[config.mk]
export PLATFORM = sky130hd
export DESIGN_NAME = fir_coeff_ctrl_flat
export DESIGN_NICKNAME = d
export VERILOG_FILES = /design/src/rtl/fir_coeff_ctrl_pkg.sv /design/src/rtl/fir_coeff_ctrl_if.sv /design/src/rtl/fir_coeff_ctrl_rate.sv /design/src/rtl/fir_coeff_ctrl.sv /design/src/flat_wrapper.sv
export SDC_FILE = /design/constraint.sdc
export NUM_CORES = 1
export LEC_CHECK = 0
export BUFFER_PORTS_ARGS = -buffer_cell sky130_fd_sc_hd__buf_4
export CAP_MARGIN = 20
export CORE_MARGIN = 2
export CORE_UTILIZATION = 50
export DETAILED_ROUTE_END_ITERATION = 10
export PLACE_DENSITY_LB_ADDON = 0.12
export SLEW_MARGIN = 20
export SYNTH_ARGS = -nofsm -noshare
export SYNTH_HDL_FRONTEND = slang
export SYNTH_SLANG_ARGS = --single-unit
[constraint.sdc]
create_clock -name clk -period 2.07 [get_ports clk]
set_clock_uncertainty 0.05 [all_clocks]
set_input_delay 0 -clock clk [delete_from_list [all_inputs] [get_ports clk]]
set_output_delay 0 -clock clk [all_outputs]
set_load 0.01 [all_outputs]
[src/rtl/fir_coeff_ctrl_pkg.sv]
// -----------------------------------------------------------------------------
// fir_ctrl_pkg
//
// Shared constants and types for the FIR coefficient/sequencing controller.
//
// Contents:
//   NUM_COEFF      number of unique half-filter coefficients (16-tap symmetric)
//   COEFF_W        signed coefficient width
//   ADDR_W         minimum width needed to index NUM_COEFF coefficients
//   FLAT_W         width of the flattened coefficient bus
//   coeff_t        signed coefficient type
//   coeff_bank_t   one full coefficient bank (unpacked, index 0..NUM_COEFF-1)
//   commit_state_e state of the shadow-to-active commit handshake
//   DEFAULT_COEFF  coefficient set loaded into both banks on reset
//   pack_bank()    flattens a bank, index 0 in the least significant slot
// -----------------------------------------------------------------------------
package fir_ctrl_pkg;

   localparam int NUM_COEFF = 8;
   localparam int COEFF_W   = 16;
   localparam int ADDR_W    = $clog2(NUM_COEFF);
   localparam int FLAT_W    = NUM_COEFF * COEFF_W;

   typedef logic signed [COEFF_W-1:0] coeff_t;
   typedef coeff_t coeff_bank_t [NUM_COEFF];

   // IDLE: shadow may be written, no swap outstanding.
   // PENDING: swap requested, waiting for the next sample boundary.
   typedef enum logic {
      ST_IDLE    = 1'b0,
      ST_PENDING = 1'b1
   } commit_state_e;

   // Power-on low-pass response, centre tap last (index 7).
   localparam coeff_bank_t DEFAULT_COEFF = '{
      coeff_t'(2552),  coeff_t'(4557),  coeff_t'(5051),  coeff_t'(8006),
      coeff_t'(9265),  coeff_t'(11427), coeff_t'(12396), coeff_t'(13200)
   };

   function automatic logic [FLAT_W-1:0] pack_bank(input coeff_bank_t bank);
      logic [FLAT_W-1:0] flat;
      flat = '0;
      for (int i = 0; i < NUM_COEFF; i++) begin
         flat[i*COEFF_W +: COEFF_W] = bank[i];
      end
      return flat;
   endfunction

endpackage

[src/rtl/fir_coeff_ctrl_if.sv]
// -----------------------------------------------------------------------------
// fir_coeff_ctrl_if
//
// Bundles the host-side coefficient write/commit handshake and the
// filter-side outputs of the FIR coefficient controller.
//
// Parameter:
//   WR_ADDR_W   width of wr_addr (defaults to the minimum index width; a wider
//               address lets a driver present out-of-range indices)
//
// Signals (direction seen from the controller, i.e. the slave modport):
//   wr_valid        in   coefficient write request
//   wr_ready        out  write accepted when wr_valid & wr_ready
//   wr_addr         in   coefficient index
//   wr_data         in   signed coefficient value
//   wr_err          out  one-cycle pulse: accepted write was out of range
//   commit          in   request shadow-to-active swap
//   commit_pending  out  swap requested, not yet performed
//   commit_done     out  one-cycle pulse after the swap
//   sample_en       out  filter advance strobe (FIR en)
//   coeff_flat      out  active bank, index 0 at the least significant slot
//
// Modports: master = host / update logic, slave = fir_coeff_ctrl.
// -----------------------------------------------------------------------------
interface fir_coeff_ctrl_if #(
   parameter int WR_ADDR_W = fir_ctrl_pkg::ADDR_W
) ();
   import fir_ctrl_pkg::*;

   logic                 wr_valid;
   logic                 wr_ready;
   logic [WR_ADDR_W-1:0] wr_addr;
   coeff_t               wr_data;
   logic                 wr_err;
   logic                 commit;
   logic                 commit_pending;
   logic                 commit_done;
   logic                 sample_en;
   logic [FLAT_W-1:0]    coeff_flat;

   modport master (
      output wr_valid,
      output wr_addr,
      output wr_data,
      output commit,
      input  wr_ready,
      input  wr_err,
      input  commit_pending,
      input  commit_done,
      input  sample_en,
      input  coeff_flat
   );

   modport slave (
      input  wr_valid,
      input  wr_addr,
      input  wr_data,
      input  commit,
      output wr_ready,
      output wr_err,
      output commit_pending,
      output commit_done,
      output sample_en,
      output coeff_flat
   );

endinterface

[src/rtl/fir_coeff_ctrl_rate.sv]
// -----------------------------------------------------------------------------
// rate_enable_gen
//
// Free-running modulo-RATE_DIV counter that produces the sample-rate strobe
// advancing the FIR delay line.
//
// Parameter:
//   RATE_DIV     clock cycles per sample, legal range 1..256
//
// Ports:
//   clk          in   system clock, rising edge
//   rst          in   synchronous active-high reset
//   sample_en_o  out  high in the last cycle of each sample period
//
// The counter restarts at 0 on reset, so the first strobe comes in the
// RATE_DIV-th cycle after reset is released.
// -----------------------------------------------------------------------------
module rate_enable_gen #(
   parameter int RATE_DIV = 4
) (
   input  logic clk,
   input  logic rst,
   output logic sample_en_o
);

   // RATE_DIV = 1 still needs a one-bit counter; it simply stays at 0.
   localparam int               CNT_W    = (RATE_DIV > 1) ? $clog2(RATE_DIV) : 1;
   localparam logic [CNT_W-1:0] CNT_LAST = CNT_W'(RATE_DIV - 1);

   logic [CNT_W-1:0] cnt_q;
   logic [CNT_W-1:0] cnt_d;

   always_comb begin
      cnt_d = cnt_q + 1'b1;
      if (cnt_q == CNT_LAST) begin
         cnt_d = '0;
      end
   end

   always_ff @(posedge clk) begin
      if (rst) begin
         cnt_q <= '0;
      end else begin
         cnt_q <= cnt_d;
      end
   end

   // Masked by rst so that no strobe leaks out while the counter is held.
   assign sample_en_o = (cnt_q == CNT_LAST) & ~rst;

endmodule

[src/rtl/fir_coeff_ctrl.sv]
// -----------------------------------------------------------------------------
// fir_coeff_ctrl
//
// Sequencing and configuration controller for the 16-tap symmetric FIR.
// Generates the sample-rate strobe and owns the NUM_COEFF half-filter
// coefficients as a double-buffered bank: writes land in the shadow bank,
// a commit swaps shadow into active on a sample boundary so the filter never
// sees a mixed coefficient set.
//
// Parameters:
//   RATE_DIV    clock cycles per sample (1..256)
//   WR_ADDR_W   width of bus.wr_addr, must match the connected interface
//
// Ports:
//   clk   in   system clock, rising edge
//   rst   in   synchronous active-high reset; restores defaults in both banks
//   bus   fir_coeff_ctrl_if.slave  write/commit handshake and filter outputs
// -----------------------------------------------------------------------------
module fir_coeff_ctrl
   import fir_ctrl_pkg::*;
#(
   parameter int RATE_DIV  = 4,
   parameter int WR_ADDR_W = ADDR_W
) (
   input  logic                   clk,
   input  logic                   rst,
   fir_coeff_ctrl_if.slave        bus
);

   commit_state_e state_q;
   commit_state_e state_d;
   coeff_bank_t   shadow_q;
   coeff_bank_t   shadow_d;
   coeff_bank_t   active_q;
   coeff_bank_t   active_d;
   logic          done_q;
   logic          done_d;
   logic          err_q;
   logic          err_d;

   logic              sample_en;
   logic              wr_ready;
   logic              wr_fire;
   logic              addr_ok;
   logic [ADDR_W-1:0] wr_idx;

   rate_enable_gen #(
      .RATE_DIV (RATE_DIV)
   ) u_rate (
      .clk         (clk),
      .rst         (rst),
      .sample_en_o (sample_en)
   );

   // Writes are refused while a swap is outstanding, which keeps the shadow
   // bank frozen between the commit request and the swap.
   assign wr_ready = (state_q == ST_IDLE);
   assign wr_fire  = bus.wr_valid & wr_ready;
   assign wr_idx   = bus.wr_addr[ADDR_W-1:0];

   // The range check only exists when the address bus can express an index
   // beyond the bank; otherwise every address is valid by construction.
   generate
      if ((1 << WR_ADDR_W) > NUM_COEFF) begin : g_range_chk
         assign addr_ok = (int'(bus.wr_addr) < NUM_COEFF);
      end else begin : g_range_all
         assign addr_ok = 1'b1;
      end
   endgenerate

   always_comb begin
      state_d  = state_q;
      shadow_d = shadow_q;
      active_d = active_q;
      done_d   = 1'b0;
      err_d    = 1'b0;

      case (state_q)
         ST_IDLE: begin
            if (bus.commit) begin
               state_d = ST_PENDING;
            end
         end
         ST_PENDING: begin
            // Swap on the same edge that advances the delay line, so the new
            // set applies from the very next sample. A commit seen here is
            // deliberately ignored.
            if (sample_en) begin
               state_d  = ST_IDLE;
               active_d = shadow_q;
               done_d   = 1'b1;
            end
         end
         default: begin
            state_d = ST_IDLE;
         end
      endcase

      // A write accepted together with a commit lands in the shadow at the
      // same edge the request is registered, so it is part of the swap.
      if (wr_fire) begin
         if (addr_ok) begin
            shadow_d[wr_idx] = bus.wr_data;
         end else begin
            err_d = 1'b1;
         end
      end
   end

   always_ff @(posedge clk) begin
      if (rst) begin
         state_q  <= ST_IDLE;
         done_q   <= 1'b0;
         err_q    <= 1'b0;
         shadow_q <= DEFAULT_COEFF;
         active_q <= DEFAULT_COEFF;
      end else begin
         state_q  <= state_d;
         done_q   <= done_d;
         err_q    <= err_d;
         shadow_q <= shadow_d;
         active_q <= active_d;
      end
   end

   assign bus.wr_ready       = wr_ready;
   assign bus.wr_err         = err_q;
   assign bus.commit_pending = (state_q == ST_PENDING);
   assign bus.commit_done    = done_q;
   assign bus.sample_en      = sample_en;
   assign bus.coeff_flat     = pack_bank(active_q);

endmodule

[src/flat_wrapper.sv]
// flat-port wrapper written by rule: the top's interface ports become plain ports
module fir_coeff_ctrl_flat import fir_ctrl_pkg::*;
#(
   parameter int RATE_DIV  = 4,
   parameter int WR_ADDR_W = ADDR_W
)
  (clk, rst, bus_wr_valid, bus_wr_addr, bus_wr_data, bus_commit, bus_wr_ready, bus_wr_err, bus_commit_pending, bus_commit_done, bus_sample_en, bus_coeff_flat);
  fir_coeff_ctrl_if #(.WR_ADDR_W(WR_ADDR_W)) bus_i ();
  input  logic clk;
  input  logic rst;
  input wire logic [$bits(bus_i.wr_valid)-1:0] bus_wr_valid;
  input wire logic [$bits(bus_i.wr_addr)-1:0] bus_wr_addr;
  input wire logic [$bits(bus_i.wr_data)-1:0] bus_wr_data;
  input wire logic [$bits(bus_i.commit)-1:0] bus_commit;
  output wire logic [$bits(bus_i.wr_ready)-1:0] bus_wr_ready;
  output wire logic [$bits(bus_i.wr_err)-1:0] bus_wr_err;
  output wire logic [$bits(bus_i.commit_pending)-1:0] bus_commit_pending;
  output wire logic [$bits(bus_i.commit_done)-1:0] bus_commit_done;
  output wire logic [$bits(bus_i.sample_en)-1:0] bus_sample_en;
  output wire logic [$bits(bus_i.coeff_flat)-1:0] bus_coeff_flat;
  assign bus_i.wr_valid = bus_wr_valid;
  assign bus_i.wr_addr = bus_wr_addr;
  assign bus_i.wr_data = bus_wr_data;
  assign bus_i.commit = bus_commit;
  assign bus_wr_ready = bus_i.wr_ready;
  assign bus_wr_err = bus_i.wr_err;
  assign bus_commit_pending = bus_i.commit_pending;
  assign bus_commit_done = bus_i.commit_done;
  assign bus_sample_en = bus_i.sample_en;
  assign bus_coeff_flat = bus_i.coeff_flat;
  fir_coeff_ctrl #(.RATE_DIV(RATE_DIV), .WR_ADDR_W(WR_ADDR_W)) u_core (.clk(clk), .rst(rst), .bus(bus_i));
endmodule
==> results of run 1 <==
[timing repair]
item                                   4_1_cts  5_1_grt
endpoints found under the hold margin      110        0
gates resized for setup                      0        1
setup buffers                                0        0
setup endpoints to repair                    0        1
hold buffers                                21        0
[area by class of cell]
type                    instances  area [sq um]
clock buffers                  34           762
flip-flops and latches        260          5200
inverters                       1          3.75
fillers                      1575          6690
well taps                     234           293
clock inverters                14           198
repair buffers                192          1570
multi-input cells             694          4050
[registers in the layout (all words and copies together) (netlist names)]
name / count
u_core.bus.coeff_flat: 128
u_core.u_rate.cnt_q: 2
u_core.bus.commit_done: 1
u_core.shadow_q: 128
u_core.bus.commit_pending: 1
[synthesized netlist by cell type (all sizes together)]
cell type | instances | area share [%]
nor2b | 4 | 0.26
nand2b | 162 | 11
buf | 39 | 2.2
nor3 | 1 | 0.052
and3b | 2 | 0.18
dfxtp | 260 | 54
clkbuf | 35 | 1.4
a21oi | 1 | 0.052
o21ai | 128 | 6.7
and3 | 2 | 0.13
inv | 1 | 0.039
mux2i | 128 | 13
nor3b | 2 | 0.21
nand2 | 134 | 5.4
nor2 | 126 | 4.9
and2 | 1 | 0.065
conb | 1 | 0.039
nand3 | 1 | 0.052
ha | 1 | 0.13
[worst max-delay path by stage]
stage | to | slack (ps) | cells after the start
2_1_floorplan | u_core.bus.coeff_flat[104]$_SDFFE_PP0P_ | 550 | 6
3_3_place_gp | u_core.shadow_q[62]$_SDFFE_PP0P_ | 480 | 3
3_5_place_dp | u_core.bus.coeff_flat[9]$_SDFFE_PP0P_ | 430 | 4
4_1_cts | u_core.shadow_q[39]$_SDFFE_PP1P_ | 140 | 5
5_1_grt | u_core.shadow_q[39]$_SDFFE_PP1P_ | 60 | 5
6_report | u_core.shadow_q[39]$_SDFFE_PP1P_ | 190 | 5
[per-stage QoR]
stage	power (mW)	util [%]	setup slack [ps]	hold slack, ps
after floorplan	5.54	-	549	93.3
after global placement	5.75	58.1	477	196
after detailed placement	5.75	58.1	427	219
after CTS	10.9	64.3	137	42.0
after global routing	11.2	64.4	60.2	75.4
final	10.8	64.4	186	50.5
[routing by layer]
layer  wire length, microns  up-vias  track usage, %
li1                       -     3627               -
met1                  11300     3262            32.8
met2                  10600      171            35.4
met3                   1310       21            4.10
met4                    245        0            4.74
met5                      0        -               0
[critical path: stages (launching register included)]
cell and delay, ps:
dfxtp_1 380, nor3b_4 320, nand3_1 120, buf_4 210
mux2i_1 130, dlygate4sd3_1 550
[power by group through the flow]
stage	Clock (mW)	Sequential, mW	Combinational (mW)
after global placement	0	5.24	0.505
final	5.14	5.14	0.544
after CTS	5.22	5.13	0.544
after floorplan	0	5.25	0.290
after global routing	5.46	5.14	0.583
after detailed placement	0	5.25	0.508
[kinds of logic after synthesis]
kind of cell,Yosys count,synth area share (%)
simple gates,435,21.8
flops,260,54.3
compound gates,129,6.73
mux,128,13.4
buf+inv,75,3.65
fa+ha+maj,1,0.130
other cells,1,0.0391
==> out/results.ini, run 1 <==
[outcome]
outcome = completed

[clock_tree]
cts_tree = yes
cts_root_buf = clkbuf_16
clkLatencyLatePin_ps = 520
cts_buffer_depth = 3
htreeDepth = 1
clock-sinks = 260
cts_buffers = 26
path_clk_slew_ps = 60

[grt]
grtUsageTotal_pct = 22.6
grt_pass1_wl_mm = 35.9
grt_max_degree = 85
overflow = 0
grt_pass1_vias = 6599
antenna_found_initial = 0

[power_and_ir_drop]
pwr_density_cell_mw_per_mm2 = 895
p_comb_share_pct = 5.0
leakagePower_nw = 5.20
p_switching_mw = 2.28
internal_power_mw = 8.54
p_sw_share_pct = 21.0
power_frac_clock_pct = 47.5
ir_drop_uv = 680
power_frac_seq_pct = 47.5

[route]
viasPerCell = 4.96
drt-initial-drc-count = 441
drt-total-wl_mm = 23.4
wl_per_cell_microns = 16.4
vias = 7081
first_pass_iters = 4
ant_nets = 0
drc = 0

[worst_hold_path]
hold_class = in -> reg
holdPathStages = 5
hold_start = bus_wr_addr[1]
min_to = u_core.shadow_q[47]$_SDFFE_PP0P_

[flow_run]
maxCapViolations = 0

[critical_path]
crit_path_end_kind = flip-flop
path_max_fanout = 11
ff2ff_path_depth = 5
arrival_ps = 2240
start_kind = flip-flop
worstPathRequired_ps = 2420
rr_startpoint = u_core.bus.commit_pending$_SDFF_PP0_
path_class = reg -> reg
startpoint = u_core.bus.commit_pending$_SDFF_PP0_
r2r-end = u_core.shadow_q[39]$_SDFFE_PP1P_
reg2reg_setup_slack_ps = 190

[floorplanning]
initial_core_util_pct = 51.1
fp-row-count = 50
dieHeight_microns = 143
io_pins = 156
die-area_sq_mm = 0.0203
coreArea_sq_mm = 0.0188
die_x_microns = 143

[placed_design]
port_buffers = 154
place_inst = 1360
routabilityCongestion = 0.731
dp_hpwl_mm = 15.1
postPlaceCellArea_sq_mm = 0.0109

[layout]
syn_to_final_growth_pct = 25.9
antenna_cells = 0
fin_cells = 1429
mostFrequentLayoutCell = dfxtp_1
drive_gt1_share_pct = 18.8
final_cell_mix = 260 x dfxtp_1, 164 x buf_4, 162 x nand2b_1
nNetsFinal = 1199
stdcell_area_sq_mm = 0.0121

[timing]
fin_crit_sh_pct = 91.0
rsz0062_at_grt = no
min_period_ps = 1880
finalSetupViolations = 0
maxSlewHeadroom_pct = 55.5
finalHoldViolations = 0
slew_viol_final = 0
fmax_mhz = 531
tightest_slew_ps = 668
tns_ps = 0

[synth]
synth_warnings = 0
synth_area_sq_mm = 0.00959
syn_nets = 1053
synth_cell_types = 24
netlist_instances = 1029
seq_area_frac_synth_pct = 54.3
synth.avg_cell_area_sq_um = 9.32
ys_ff_latch = 260

No activity file was read; power rests on OpenSTA's default activity.
==> inputs of run 2 (changes only) <==
--- a/config.mk
+++ b/config.mk
@@ -14,4 +14,5 @@
 export SLEW_MARGIN = 20
 export SYNTH_ARGS = -nofsm -noshare
 export SYNTH_HDL_FRONTEND = slang
+export SYNTH_HIERARCHICAL = 1
 export SYNTH_SLANG_ARGS = --single-unit
==> run 2 against run 1 <==
Synthesized cell count fell by 24%; via count fell by 9.0%; global-route usage rose by 0.65 points; cell count fell by 17%; utilization rose by 0.73 points; sequential power fell by 1%; power fell by 8.9%; design area fell by 6.2%; largest power group unchanged; clock power fell by 16%; worst hold slack improved by 11 ps.
==> out/results.ini, run 2 <==
[floorplanning]
initial_core_util_pct = 51.4  ; +0.29 points
dieHeight_microns = 138  ; -3.3%
fp-row-count = 48  ; -4.0%
coreArea_sq_mm = 0.0174  ; -7.2%
die-area_sq_mm = 0.0190  ; -6.5%
die_x_microns = 138  ; -3.3%
io_pins = 156  ; unchanged

[route]
viasPerCell = 5.42  ; +9.3%
drt-total-wl_mm = 22.3  ; -4.6%
ant_nets = 0  ; unchanged
vias = 6447  ; -9.0%
first_pass_iters = 5  ; +1
drc = 0  ; unchanged
drt-initial-drc-count = 323  ; -27%
wl_per_cell_microns = 18.8  ; +15%

[critical_path]
crit_path_end_kind = flip-flop
path_class = reg -> reg
start_kind = flip-flop
crit_path_cell_trace = ha_1 -> nor2b_2 -> nand2_1 -> or2_2 -> buf_4 -> o22a_1
cp_slowest_stage_delay_ps = 360  ; -190 ps
rr_startpoint = u_core/u_rate/cnt_q[0]$_SDFF_PP0_
ff2ff_path_depth = 6  ; +1
worstPathRequired_ps = 2410  ; about the same
slowest_stage = dfxtp_1
reg2reg_setup_slack_ps = 90  ; -100 ps
arrival_ps = 2330  ; +90 ps
path_max_fanout = 55  ; +44
r2r-end = u_core/bus.coeff_flat[93]$_SDFFE_PP1P_
critPathBufInv = 1  ; -1
path_delay_family = simple AND/OR/NAND/NOR gates

[placed_design]
dp_hpwl_mm = 15.1  ; +0.60%
place_inst = 1122  ; -18%
routabilityCongestion = 0.865  ; +18%
port_buffers = 154  ; unchanged
postPlaceCellArea_sq_mm = 0.0103  ; -5.4%

[worst_hold_path]
holdPathStages = 5  ; unchanged
hold_class = in -> reg
min_to = u_core/shadow_q[93]$_SDFFE_PP0P_
hold_start = bus_wr_valid

[synth]
seq_area_frac_synth_pct = 58.1  ; +3.9 points
synth.avg_cell_area_sq_um = 11.4  ; +22%
synth.largest_area_cell = dfxtp_1
synth_warnings = 6  ; +6
synth_top_area_share_pct = 58.1  ; +3.9 points
syn_nets = 809  ; -23%
ys.flop_type = dfxtp_1
synth_area_sq_mm = 0.00895  ; -6.7%
synth_edf_count = 0  ; unchanged
async_reset_ff_share_pct = 0  ; unchanged
ys_top_cells_by_count = 260 x dfxtp_1, 113 x mux2i_1, 76 x nand2b_1, 73 x a22o_1, 73 x nor2_1
synth_cell_types = 33  ; +38%
ys_ff_latch = 260  ; unchanged
yosysMostFrequentCell = dfxtp_1
ys_top_cells_by_area = dfxtp_1 58%, mux2i_1 13%, a22o_1 7.1%
netlist_instances = 785  ; -24%

[clock_tree]
cts_setup_buffers = 0  ; unchanged
htreeDepth = 1  ; unchanged
cts_tree = yes
cts_resized = 0  ; unchanged
cts_buffer_depth = 3  ; unchanged
clock-sinks = 260  ; unchanged
path_clk_slew_ps = 70  ; about the same
clkLatencyLatePin_ps = 510  ; about the same
cts-hold-fix-buffers = 24  ; +14%
cts_buffers = 25  ; -3.8%
cts_root_buf = clkbuf_16

[outcome]
outcome = completed

[timing]
maxSlewHeadroom_pct = 55.7  ; +0.24 points
min_period_ps = 1980  ; +98.8 ps
slew_viol_final = 0  ; unchanged
fin_crit_sh_pct = 95.8  ; +4.8 points
finalHoldViolations = 0  ; unchanged
finalSetupViolations = 0  ; unchanged
tns_ps = 0  ; unchanged
fmax_mhz = 504  ; -5.0%
tightest_slew_ps = 662  ; -6.07 ps
rsz0062_at_grt = no

[layout]
nNetsFinal = 972  ; -19%
stdcell_area_sq_mm = 0.0113  ; -6.2%
regArea_sq_mm = 0.00520  ; unchanged
fin_cells = 1190  ; -17%
n_fill_cell = 1390  ; -12%
drive_gt1_share_pct = 23.5  ; +4.7 points
mostFrequentLayoutCell = dfxtp_1
antenna_cells = 0  ; unchanged
syn_to_final_growth_pct = 26.6
final_cell_mix = 260 x dfxtp_1, 169 x buf_4, 113 x mux2i_1
multi_input_area_sq_mm = 0.00345  ; -15%

[grt]
met1_usage_pct = 30.2  ; -2.7 points
grt_pass1_wl_mm = 34.4  ; -4.0%
grt_max_degree = 126  ; +48%
overflow = 0  ; unchanged
busiest_layer = met2
use_met3_pct = 3.13  ; -0.98 points
grt_pass1_vias = 6414  ; -2.8%
grtUsageTotal_pct = 23.3  ; +0.65 points
globalRouteMet2Util_pct = 40.2  ; +4.8 points
antenna_found_initial = 0  ; unchanged

[flow_run]
maxCapViolations = 0  ; unchanged

[power_and_ir_drop]
ir_drop_uv = 643  ; -5.4%
leakagePower_nw = 4.94  ; -4.9%
pwr_density_cell_mw_per_mm2 = 869  ; -3.0%

run 2: cell count changes after synthesis, moves of 15 or more:
cell / previous run / this run
mux2i_1: 128 / 113
o22a_1: 0 / 55
nand2_1: 129 / 5
nor2_1: 126 / 73
a22o_1: 0 / 73
o21ai_0: 128 / 15
nand2b_1: 162 / 76
run 2: worst max path at each step:
stage	from	cells past startpoint	end
6_report	u_core/u_rate/cnt_q[0]$_SDFF_PP0_	6	u_core/bus.coeff_flat[93]$_SDFFE_PP1P_
4_1_cts	u_core/u_rate/cnt_q[0]$_SDFF_PP0_	6	u_core/bus.coeff_flat[93]$_SDFFE_PP1P_
3_3_place_gp	u_core/u_rate/cnt_q[0]$_SDFF_PP0_	6	u_core/bus.coeff_flat[85]$_SDFFE_PP1P_
2_1_floorplan	u_core/u_rate/cnt_q[0]$_SDFF_PP0_	7	u_core/bus.coeff_flat[101]$_SDFFE_PP1P_
3_5_place_dp	u_core/u_rate/cnt_q[0]$_SDFF_PP0_	6	u_core/bus.coeff_flat[93]$_SDFFE_PP1P_
5_1_grt	u_core/u_rate/cnt_q[0]$_SDFF_PP0_	6	u_core/bus.coeff_flat[44]$_SDFFE_PP1P_
run 2: cell type report:
type	count	area share (%)
Tap cell	225	2.48
Clock inverter	5	0.221
Inverter	2	0.0662
Timing Repair Buffer	198	14.2
Clock buffer	39	6.69
Sequential cell	260	45.9
Multi-Input combinational cell	461	30.4
run 2: routing by layer:
metal  wire [microns]  up-vias
met5                0        -
met4              635        0
met3             1240       51
met2            10800      218
met1             9650     3084
li1                 -     3094
run 2: through the flow:
step / total power, mW / hold WS (ps) / worst slack [ps] / utilization (%)
floorplan: 5.45 / -8.54 / 217 / -
global placement: 5.60 / 160 / 234 / 59.2
detailed placement: 5.62 / 167 / 133 / 59.2
CTS: 9.91 / 41.0 / 110 / 65.1
global route: 10.2 / 59.5 / 5.48 / 65.1
finish: 9.85 / 61.2 / 86.9 / 65.1
run 2: report_power, final:
group	internal (mW)	switching [mW]	leakage, nW
Clock	2.50	1.81	0.392
Sequential	5.05	0.0334	2.10
Combinational	0.177	0.276	2.45
run 2: cells by family (layout without fill, tap and decap cells):
logic type      after synthesis  after routing  synth area share [%]
mux                         113            113                  12.6
compound gates              159            159                  14.3
fa+ha+maj                     1              1                 0.140
buf+inv                      64            244                  3.42
simple gates                187            187                  11.3
other cells                   1              1                0.0419
flops                       260            260                  58.1
run 2: worst reg2reg max path: stages, from the launching register on:
cell     delay, ps
dfxtp_1        360
ha_1           230
nor2b_2        200
nand2_1         90
or2_2          320
buf_4          320
o22a_1         290
==> inputs of run 3 (changes only) <==
--- a/config.mk
+++ b/config.mk
@@ -7,6 +7,7 @@
 export LEC_CHECK = 0
 export BUFFER_PORTS_ARGS = -buffer_cell sky130_fd_sc_hd__buf_4
 export CAP_MARGIN = 20
+export CORE_ASPECT_RATIO = 1.75
 export CORE_MARGIN = 2
 export CORE_UTILIZATION = 50
 export DETAILED_ROUTE_END_ITERATION = 10
==> constraint.sdc (replaced) <==
create_clock -name clk -period 2.07 [get_ports clk]
set_clock_uncertainty 0.05 [all_clocks]
set_input_delay 0.1035 -clock clk [delete_from_list [all_inputs] [get_ports clk]]
set_output_delay 0.1035 -clock clk [all_outputs]
set_load 0.01 [all_outputs]
==> run 3 against run 2 <==
Worst hold slack better by 10 ps; routed wire length is 2.0% lower; clock power down 4%; power fell by 1.8%; maximum frequency up 0.94%; critical path depth did not move; flip-flop and latch count stayed put; sequential share of layout area grew 0.35 points; non-clock buffer count decreased by 3; first-iteration DRC count shrank 26%; count of clock-buffer cells in the layout shrank 8; sequential power barely moved.
==> out/results.ini, run 3 (synthesis gave the netlist of run 2 again) <==
[outcome]
outcome = completed

[route]
drt-initial-drc-count = 238  ; -26%
first_pass_iters = 4  ; -1
vias = 6364  ; -1.3%
drt-total-wl_mm = 21.9  ; -2.0%
drc = 0  ; unchanged
ant_nets = 0  ; unchanged
wl_per_cell_microns = 18.4  ; -1.9%
viasPerCell = 5.35  ; -1.2%

[layout]
drive_gt1_share_pct = 23.8  ; +0.28 points
syn_to_final_growth_pct = 25.7
fin_cells = 1189  ; -0.084%
antenna_cells = 0  ; unchanged
final_cell_mix = 260 x dfxtp_1, 172 x buf_4, 113 x mux2i_1
n_fill_cell = 1429  ; +2.8%
nNetsFinal = 967  ; -0.51%
mostFrequentLayoutCell = dfxtp_1

[grt]
grt_pass1_vias = 6608  ; +3.0%
grt_pass1_wl_mm = 35.1  ; +1.8%
grt_max_degree = 135  ; +7.1%
grtUsageTotal_pct = 23.0  ; -0.31 points
antenna_found_initial = 0  ; unchanged
overflow = 0  ; unchanged

[clock_tree]
clkLatencyLatePin_ps = 500  ; about the same
cts_resized = 0  ; unchanged
htreeDepth = 1  ; unchanged
cts_root_buf = clkbuf_16
clock-sinks = 260  ; unchanged
cts_tree = yes
path_clk_slew_ps = 70  ; about the same
cts_buffer_depth = 3  ; unchanged
cts_buffers = 23  ; -8.0%

[timing]
fin_crit_sh_pct = 94.9  ; -0.89 points
rsz0062_at_grt = no
min_period_ps = 1960  ; -18.5 ps
slew_viol_final = 0  ; unchanged
finalHoldViolations = 0  ; unchanged
finalSetupViolations = 0  ; unchanged
tightest_slew_ps = 644  ; -17.7 ps
tns_ps = 0  ; unchanged
maxSlewHeadroom_pct = 56.9  ; +1.2 points
fmax_mhz = 509  ; +0.94%

[floorplanning]
die-area_sq_mm = 0.0190  ; +0.22%
io_pins = 156  ; unchanged
die_x_microns = 105  ; -24%
fp-row-count = 64  ; +33%
initial_core_util_pct = 51.0  ; -0.35 points
coreArea_sq_mm = 0.0175  ; +0.69%
dieHeight_microns = 181  ; +31%

[flow_run]
maxCapViolations = 0  ; unchanged

[critical_path]
arrival_ps = 2300  ; -30 ps
start_kind = flip-flop
ff2ff_path_depth = 6  ; unchanged
crit_path_end_kind = flip-flop
path_class = reg -> reg
crit_path_cell_trace = ha_1 -> nor2b_2 -> nand2_1 -> or2_2 -> buf_4 -> o22a_1
cp_slowest_stage_delay_ps = 360  ; about the same
path_max_fanout = 55  ; unchanged
reg2reg_setup_slack_ps = 110  ; +20 ps
slowest_stage = dfxtp_1
worstPathRequired_ps = 2410  ; about the same

[placed_design]
port_buffers = 154  ; unchanged
place_inst = 1130  ; +0.71%
dp_hpwl_mm = 15.2  ; about the same
routabilityCongestion = 0.817  ; -5.5%

[worst_hold_path]
hold_class = in -> reg
holdPathStages = 5  ; unchanged

[power_and_ir_drop]
ir_drop_uv = 663  ; +3.1%
leakagePower_nw = 4.89  ; -1.0%
pwr_density_cell_mw_per_mm2 = 860  ; -1.0%

==> run 3: changes by cell type in the layout (fill, tap and decap cells not counted), moves of 2 or more <==
cell / previous run / this run
dlygate4sd3_1: 24 / 19
clkbuf_1: 6 / 3
clkbuf_8: 8 / 5
buf_4: 169 / 172
clkinvlp_4: 0 / 3
clkbuf_16: 25 / 23
==> run 3: worst paths after layout <==
check	from	end
max	u_core/u_rate/cnt_q[0]$_SDFF_PP0_	u_core/bus.coeff_flat[98]$_SDFFE_PP1P_
min	bus_wr_addr[0]	u_core/shadow_q[95]$_SDFFE_PP0P_
max reg2reg	u_core/u_rate/cnt_q[0]$_SDFF_PP0_	u_core/bus.coeff_flat[98]$_SDFFE_PP1P_
min reg2reg	u_core/u_rate/cnt_q[0]$_SDFF_PP0_	u_core/u_rate/cnt_q[0]$_SDFF_PP0_
==> run 3: repair_timing <==
action | 4_1_cts | 5_1_grt
setup endpoints to repair | 0 | 0
buffers inserted | 0 | 0
endpoints found under the hold margin | 83 | 0
hold buffers | 19 | 0
==> run 3: layout make-up <==
cell class              count  area, sq um  share of cell area [%]
multi-input cells         461         3450                    30.7
well taps                 231          289                    2.57
flip-flops and latches    260         5200                    46.3
clock inverters             9         81.3                   0.723
inverters                   2         7.51                  0.0667
clock buffers              31          656                    5.83
repair buffers            195         1560                    13.9
==> run 3: critical path, delay by kind of cell, from the launching register on <==
family	cells	cell delay, ps
fa+ha+maj	1	240
flops	1	360
buf+inv	1	300
compound gates	1	260
simple gates	3	600
==> run 3: report_power, final <==
group | total [mW] | internal [mW] | leakage (nW) | switching, mW
Sequential | 5.09 | 5.05 | 2.10 | 0.0334
Clock | 4.15 | 2.35 | 0.357 | 1.80
Combinational | 0.445 | 0.175 | 2.43 | 0.270
Total | 9.68 | 7.58 | 4.89 | 2.10
==> run 3: stage by stage <==
step	setup slack, ps	hold slack, ps	util [%]	power [mW]	instance area (sq um)
3_3_place_gp	241	260	58.9	5.60	10300
2_1_floorplan	217	124	-	5.45	8950
4_1_cts	126	68.3	64.2	9.76	11300
3_5_place_dp	142	271	58.9	5.62	10300
6_report	105	71.4	64.2	9.68	11300
5_1_grt	1.14	83.4	64.2	10.0	11300
==> run 3: metal layers <==
layer	GRT usage, %	vias up	part of all wire [%]
met5	0	-	0
met4	8.37	0	3.3
met3	3.39	40	5.0
met2	42.9	181	53
met1	26.1	3067	38
li1	-	3076	-
